### src/rtl/mdu_hilo.sv
// Execute-stage multiply/divide unit owning the architectural HI/LO registers.
// Define MDU_FAST_MULT_EN for a single-cycle multiply; divide is always iterative.
module mdu_hilo (
   input  logic        clk,
   input  logic        rst,
   input  logic        mult_en_e,
   input  logic        div_en_e,
   input  logic        unsigned_instr_e,
   input  logic [31:0] srcA_e,
   input  logic [31:0] srcB_e,
   input  logic        hi_write_e,
   input  logic        lo_write_e,
   input  logic [1:0]  hi_src_e,
   input  logic [1:0]  lo_src_e,
   output logic [31:0] hi_o,
   output logic [31:0] lo_o,
   output logic        busy_o,
   output logic        done_o
);

`ifdef MDU_FAST_MULT_EN
   typedef enum logic [1:0] {StIdle, StDiv, StFix} state_e;
`else
   typedef enum logic [1:0] {StIdle, StMul, StDiv, StFix} state_e;
`endif

   state_e      state_q;
   logic [4:0]  cnt_q;
   logic [31:0] mag_b_q;
   logic [31:0] a_raw_q;
   logic        res_neg_q;
   logic        rem_neg_q;
   logic        div_zero_q;
   logic [31:0] quo_q;
   logic [31:0] rem_q;
   logic [31:0] hi_q;
   logic [31:0] lo_q;
   logic        done_q;

   logic        sign_a, sign_b;
   logic [31:0] abs_a, abs_b;
   logic [32:0] rem_shift, trial;
   logic        sub_ok;
   logic [31:0] quo_fix, rem_fix;
   logic [31:0] fix_hi, fix_lo;

`ifdef MDU_FAST_MULT_EN
   logic [63:0] ext_a, ext_b, prod_fast;
`else
   logic [31:0] mag_a_q;
   logic        op_div_q;
   logic [63:0] acc_q;
   logic [63:0] addend, prod_fix;
`endif

   always_comb begin
      sign_a = ~unsigned_instr_e & srcA_e[31];
      sign_b = ~unsigned_instr_e & srcB_e[31];
      abs_a  = sign_a ? (~srcA_e + 32'd1) : srcA_e;
      abs_b  = sign_b ? (~srcB_e + 32'd1) : srcB_e;
`ifdef MDU_FAST_MULT_EN
      // Low 64 bits of the extended product are correct for both signednesses.
      ext_a     = {{32{sign_a}}, srcA_e};
      ext_b     = {{32{sign_b}}, srcB_e};
      prod_fast = ext_a * ext_b;
`endif
   end

   // Restoring divide step: dividend bits stream out of quo_q's MSB as quotient bits enter.
   always_comb begin
      rem_shift = {rem_q, quo_q[31]};
      trial     = rem_shift - {1'b0, mag_b_q};
      sub_ok    = rem_shift[32] | ~trial[32];
   end

   always_comb begin
      quo_fix = res_neg_q ? (~quo_q + 32'd1) : quo_q;
      rem_fix = rem_neg_q ? (~rem_q + 32'd1) : rem_q;
      if (div_zero_q) begin
         fix_hi = a_raw_q;
         fix_lo = 32'hFFFF_FFFF;
      end else begin
         fix_hi = rem_fix;
         fix_lo = quo_fix;
      end
`ifndef MDU_FAST_MULT_EN
      addend   = mag_b_q[cnt_q] ? ({32'd0, mag_a_q} << cnt_q) : 64'd0;
      prod_fix = res_neg_q ? (~acc_q + 64'd1) : acc_q;
      if (!op_div_q) begin
         fix_hi = prod_fix[63:32];
         fix_lo = prod_fix[31:0];
      end
`endif
   end

   always_ff @(posedge clk or posedge rst) begin
      if (rst) begin
         state_q    <= StIdle;
         cnt_q      <= 5'd0;
         mag_b_q    <= 32'd0;
         a_raw_q    <= 32'd0;
         res_neg_q  <= 1'b0;
         rem_neg_q  <= 1'b0;
         div_zero_q <= 1'b0;
         quo_q      <= 32'd0;
         rem_q      <= 32'd0;
         hi_q       <= 32'd0;
         lo_q       <= 32'd0;
         done_q     <= 1'b0;
`ifndef MDU_FAST_MULT_EN
         mag_a_q    <= 32'd0;
         op_div_q   <= 1'b0;
         acc_q      <= 64'd0;
`endif
      end else begin
         done_q <= 1'b0;
         case (state_q)
            StIdle: begin
               if (hi_write_e && hi_src_e == 2'b01) hi_q <= srcA_e;
               if (lo_write_e && lo_src_e == 2'b01) lo_q <= srcA_e;
               if (div_en_e || mult_en_e) begin
                  mag_b_q    <= abs_b;
                  a_raw_q    <= srcA_e;
                  res_neg_q  <= sign_a ^ sign_b;
                  rem_neg_q  <= sign_a;
                  div_zero_q <= (srcB_e == 32'd0);
                  cnt_q      <= 5'd0;
                  quo_q      <= abs_a;
                  rem_q      <= 32'd0;
`ifndef MDU_FAST_MULT_EN
                  mag_a_q    <= abs_a;
                  acc_q      <= 64'd0;
`endif
               end
               if (div_en_e) begin
                  state_q <= StDiv;
`ifndef MDU_FAST_MULT_EN
                  op_div_q <= 1'b1;
`endif
               end else if (mult_en_e) begin
`ifdef MDU_FAST_MULT_EN
                  hi_q   <= prod_fast[63:32];
                  lo_q   <= prod_fast[31:0];
                  done_q <= 1'b1;
`else
                  state_q  <= StMul;
                  op_div_q <= 1'b0;
`endif
               end
            end
`ifndef MDU_FAST_MULT_EN
            StMul: begin
               acc_q <= acc_q + addend;
               cnt_q <= cnt_q + 5'd1;
               if (cnt_q == 5'd31) state_q <= StFix;
            end
`endif
            StDiv: begin
               quo_q <= {quo_q[30:0], sub_ok};
               rem_q <= sub_ok ? trial[31:0] : rem_shift[31:0];
               cnt_q <= cnt_q + 5'd1;
               if (cnt_q == 5'd31) state_q <= StFix;
            end
            StFix: begin
               hi_q    <= fix_hi;
               lo_q    <= fix_lo;
               done_q  <= 1'b1;
               state_q <= StIdle;
            end
            default: state_q <= StIdle;
         endcase
      end
   end

   assign hi_o   = hi_q;
   assign lo_o   = lo_q;
   assign busy_o = (state_q != StIdle);
   assign done_o = done_q;

endmodule

### config.mk
export PLATFORM = sky130hd
export DESIGN_NAME = mdu_hilo
export DESIGN_NICKNAME = d
export VERILOG_FILES = /design/src/rtl/mdu_hilo.sv
export SDC_FILE = /design/constraint.sdc
export NUM_CORES = 1
export LEC_CHECK = 0
export CAP_MARGIN = 20
export CORE_ASPECT_RATIO = 1.1
export CORE_MARGIN = 1
export CORE_UTILIZATION = 45
export CTS_CLUSTER_DIAMETER = 30
export DETAILED_ROUTE_END_ITERATION = 7
export PLACE_DENSITY = 0.66
export RECOVER_POWER = 50
export SETUP_SLACK_MARGIN = 0.4
export SYNTH_ARGS = -nofsm -noshare
export SYNTH_HDL_FRONTEND = slang
export SYNTH_SLANG_ARGS = --single-unit
### constraint.sdc
create_clock -name clk -period 11 [get_ports clk]
set_input_delay 1.1 -clock clk [delete_from_list [all_inputs] [get_ports clk]]
set_output_delay 1.1 -clock clk [all_outputs]
set_load 0.02 [all_outputs]
After elaboration in Yosys (flattened, before gate mapping). Index checks and enable logic that the tools add are counted.

Word-level logic and storage cells: 99. Output and inout bits: 66. Bits of input ports: 75. Register bits: 300.

Add/subtract/negate cells: 8. $lt $le $gt $ge: 1. Bitwise operators: 11. Reduce and logical (&&, ||, !) cells: 20. Eq/ne operators: 11. Shift-type cells: 1. Mux-type cells: 32.

Operators by type and width (count): 32-bit 2-to-1 mux (13); 32-bit case mux with 2 select lines (4); 64-bit 2-to-1 mux (3); 32-bit by 1-bit adder with 32-bit output (second input constant) (4); 32-bit inverter (4); 64-bit case mux with 2 select lines (1); 64-bit by 1-bit adder with 64-bit output (second input constant) (1); 64-bit adder (1); 64-bit inverter (1); 32-bit by 5-bit left shift with 64-bit output (1); 33-bit by 32-bit subtractor with 33-bit output (1); 32-bit logical NOT (1); 2-bit AND reduction (8); 2-bit nonzero test (6); 5-bit case mux with 2 select lines (1); 2-bit by 1-bit == test with 1-bit output (second input constant) (3); 5-bit by 6-bit < comparator with 1-bit output (second input constant) (1); 2-bit 2-to-1 mux (3); 2-bit inequality test (second input constant) (3); 2-bit case mux with 3 select lines (1); 5-bit by 1-bit adder with 5-bit output (second input constant) (1); 1-bit binary-select mux with 5-bit select (1); 5-bit == test (second input constant) (1); 5-bit 2-to-1 mux (1); other kinds (12) (19).

Logic depth before layout (Yosys ltp).
Depth in word-level cells: 6. Gate-level depth with buffers: 23. Depth with buffers taken out: 19.

Least setup slack after synthesis. No wires, ideal clock.

Path kind: flip-flop to flip-flop. From: register cnt_q[0]. To: register acc_q[60]. Arrival time: 5044 ps. Setup time: 122 ps. Data required time: 10878 ps. Cell stages (with the launch flop): 20. Setup slack: 5834 ps. Clock period less this slack: 5166 ps. Buffers on the path: 3. Cells stage by stage: dfrtp_1 -> buf_2 -> buf_1 -> mux4_2 -> mux4_2 -> nand2_1 -> and2_0 -> clkbuf_1 -> nor2_1 -> ha_1 -> a21oi_1 -> o21bai_1 -> a21o_1 -> a211oi_1 -> o31ai_1 -> nor4_1 -> o31ai_1 -> a41o_1 -> or3_1 -> a32o_1.

Longest elaborated chain between the ends: 5. Elaborated cells on any way between the ends: 6. Those cells by class: add/sub: 1; shift: 1; mux: 4.

Ends and longest elaborated chain: start: declaration (line 28) `logic [4:0] cnt_q;`; start signal: assignment (line 154) `cnt_q <= cnt_q + 5'd1;`; start signal: assignment (line 161) `cnt_q <= cnt_q + 5'd1;`; 1-bit binary-select mux with 5-bit select (line 87) `addend = mag_b_q[cnt_q] ? ({32'd0, mag_a_q} << cnt_q) : 64'd0;`; 1-bit 2-to-1 mux (not written as such) (line 87); 64-bit 2-to-1 mux * (line 87); 64-bit adder * (line 153) `acc_q <= acc_q + addend;`; 64-bit case mux with 2 select lines * (line 117) `case (state_q)`; end signal: assignment (line 153); end: declaration (line 52) `logic [63:0] acc_q;`.

Every way passes the cells marked *; elsewhere a longest branch is shown, timed or not. The select of a mux whose other input is x is not followed. A chain may end at the register's enable or synchronous reset.

==> run summary <==
Synth Cell Area -> 24,200 um2
Leading cell type in the layout, fill and taps excluded -> nand2_1
GRT Util Overall -> 0.321
Final std cells w/o fill -> 3,824
Crit end category -> async pin
Failing checks -> capacitance limit, slew limit
Vias per inst -> 6.21
Crit start category -> input port
# DRC -> 0
Commonest cells after routing, fill and taps aside -> nand2_1, o21ai_0, dfrtp_1, nor2_1, a21oi_1
Hold Buf Count CTS -> 0
Reg-to-reg setup timing slack -> 4.73 ns
Cells after synthesis -> 2,992
IO Pins -> 141
Hold Path Origin -> hi_o[25]
Syn avg cell area -> 8.10 um2
Initial antenna violation count -> 1
Resize count post-CTS -> 0
Achievable Freq -> 0.140 GHz
Largest net degree at the start of global routing -> 127
Worst setup margin -> 3.85 ns
Worst-case reg-to-reg path depth -> 17
Post-synth EDFFs -> 0
Vias after detailed routing -> 23,700
Clk_skew -> 0.0587 ns
Required @ worst endpoint -> 11.10 ns
Maximum root-to-sink buffer count -> 3
Post-synth ARST share -> 1.00
Drt first pass iters -> 6
Crit. Startpoint -> rst
Switching part of the total -> 0.458
DR WL/cell -> 23.0 um
Remaining Overflow, GRT -> 0
Final setup violation count -> 0
Leak -> 12.0 nW
Core area -> 52,900 um2
# port buffers -> 140
Area grow syn2layout -> 20.4%
RSZ-0062 raised after global routing -> no
Rel. slew slack -> -3.02
H-Tree Depth -> 3
DP HPWL -> 66.0 mm
Max_cap viols -> 3
Worst slack at placement -> 4.84 ns
VDD IR-drop max -> 0.000213 V
DP Cell Count -> 3,660
Layout Nets -> 3,258
Share of the synthesized area in the top cell type -> 0.309
Min Tclk post-route -> 7.15 ns
Status -> finished, violations left
Routed Antenna Nets -> 0
Worst slew pin tran -> 6.00 ns
Clock power share -> 0.280
Num Clock Sinks -> 299
Synth unique cells -> 81
Top cell type by total area after synthesis -> dfrtp_1
Worst-path maximum fanout -> 126
Pwr dens -> 321 nW/um2
CTS root buf -> clkbuf_16
Post-route setup TNS -> 0 ns
Fin util -> 0.552
CTS tree -> built
Pint -> 5.08 mW
RR Startpoint -> cnt_q[0]
Final Hold Vio Count -> 0
Share of cells above drive strength 1 -> 0.0988
First-pass GRT wire length -> 136 mm
Worst setup path category -> in -> async
Worst Hold Class -> reg -> reg
Placement Rows -> 88
Max Transition Viols Final -> 293
Postcts setup bufs -> 0
WL final -> 87.8 mm
Primary FF master, synth -> dfrtp_1
Die Ht -> 245 um
Hold_ws -> 0.479 ns
Worst Setup EP -> rem_q[27]
RD Place Congestion -> 0.953
Vias in the first global route -> 23,200
FF+latch count, synth -> 299
Worst EP arrival -> 7.25 ns
R2r endpoint -> acc_q[60]
Initial core utilization -> 0.458
Register share of total power -> 0.217
Combinational Power Share -> 0.503
Sequential-to-total area share from yosys stat -> 0.309
Yosys warns -> 0
Synth top area cells -> dfrtp_1, o21ai_0, nand2_1
Reg clk slew, reported paths -> 0.04 ns
Die width -> 223 um
DR iter-0 viols -> 2,329
Worst-Skew Late Latency -> 0.66 ns
Die Footprint -> 54,800 um2
CTS buffer count -> 86
Final Cycle Share -> 0.650
Mapped Nets -> 3,176
Net Switching -> 4.29 mW
==> synth_stat cells (all sizes together) (27+ instances only) <==
master and count:
a21oi 230, nor2b 27, nor3 46, mux2i 58, xnor2 157, nand3 45
nand2 399, a31oi 49, inv 90, clkbuf 146, mux2 57, nand2b 43
nor2 271, dfrtp 299, ha 107, xor2 100, mux4 32, o31ai 53
o21ai 356, a21o 36
==> power groups by stage <==
stage	registers, mW	clock network (mW)	logic (mW)
after floorplan	1.94	0	3.22
after global routing	2.07	2.71	5.11
after global placement	2.02	0	4.55
final	2.04	2.62	4.71
after CTS	2.03	2.64	4.66
after detailed placement	2.03	0	4.63
==> cell families (layout without fill, tap and decap cells) <==
logic type | Yosys count | count (layout) | synth area share
AND/OR/NAND/NOR | 975 | 975 | 0.183
AO/OA/AOI/OAI | 943 | 943 | 0.237
flip-flops | 299 | 299 | 0.309
buffers and inverters | 262 | 418 | 0.0411
XOR/XNOR | 257 | 257 | 0.0929
multiplexers | 147 | 147 | 0.0802
adder cells (fa/ha/maj) | 109 | 109 | 0.0569
other | 0 | 1 | 0
==> stage by stage <==
stage	instance area [um2]	total power [mW]
finish	29200	9.36
global route	29200	9.90
CTS	29200	9.33
detailed placement	26100	6.67
global placement	26100	6.57
floorplan	24200	5.15
==> metal layers <==
metal	share of wire	vias to the layer above	GRT usage
met3	0.066	255	0.0485
met4	0.063	0	0.195
met5	0	-	0
met2	0.47	1036	0.535
li1	-	11000	-
met1	0.40	11400	0.392
==> registers in the layout, summed over array words and instances (netlist names) <==
name and count:
a_raw_q 32, rem_q 32, rem_neg_q 1, mag_b_q 32, acc_q 64, state_q 2, op_div_q 1, res_neg_q 1
hi_o 32, cnt_q 5, lo_o 32, div_zero_q 1, done_o 1, quo_q 32, mag_a_q 31
==> worst min-delay path by stage <==
stage                       end  depth (start not counted)
finish                 hi_o[25]                          2
global route           hi_o[25]                          2
CTS                    hi_o[25]                          2
detailed placement  a_raw_q[12]                          2
global placement    a_raw_q[12]                          2
floorplan           a_raw_q[12]                          2
==> critical path: stages <==
cell and delay [ns]:
dlygate4sd3_1 0.55, clkinvlp_2 3.30, clkbuf_1 2.19
==> area by class of cell <==
class | count | area, um2
Clock buffer | 105 | 2330
Inverter | 91 | 343
Fill cell | 4795 | 23700
Timing Repair Buffer | 165 | 1580
Multi-Input combinational cell | 2431 | 15800
Sequential cell | 299 | 7490
Antenna cell | 1 | 2.50
Clock inverter | 57 | 773
Tap cell | 675 | 845
Note: power is estimated with default switching activity, not from simulation.
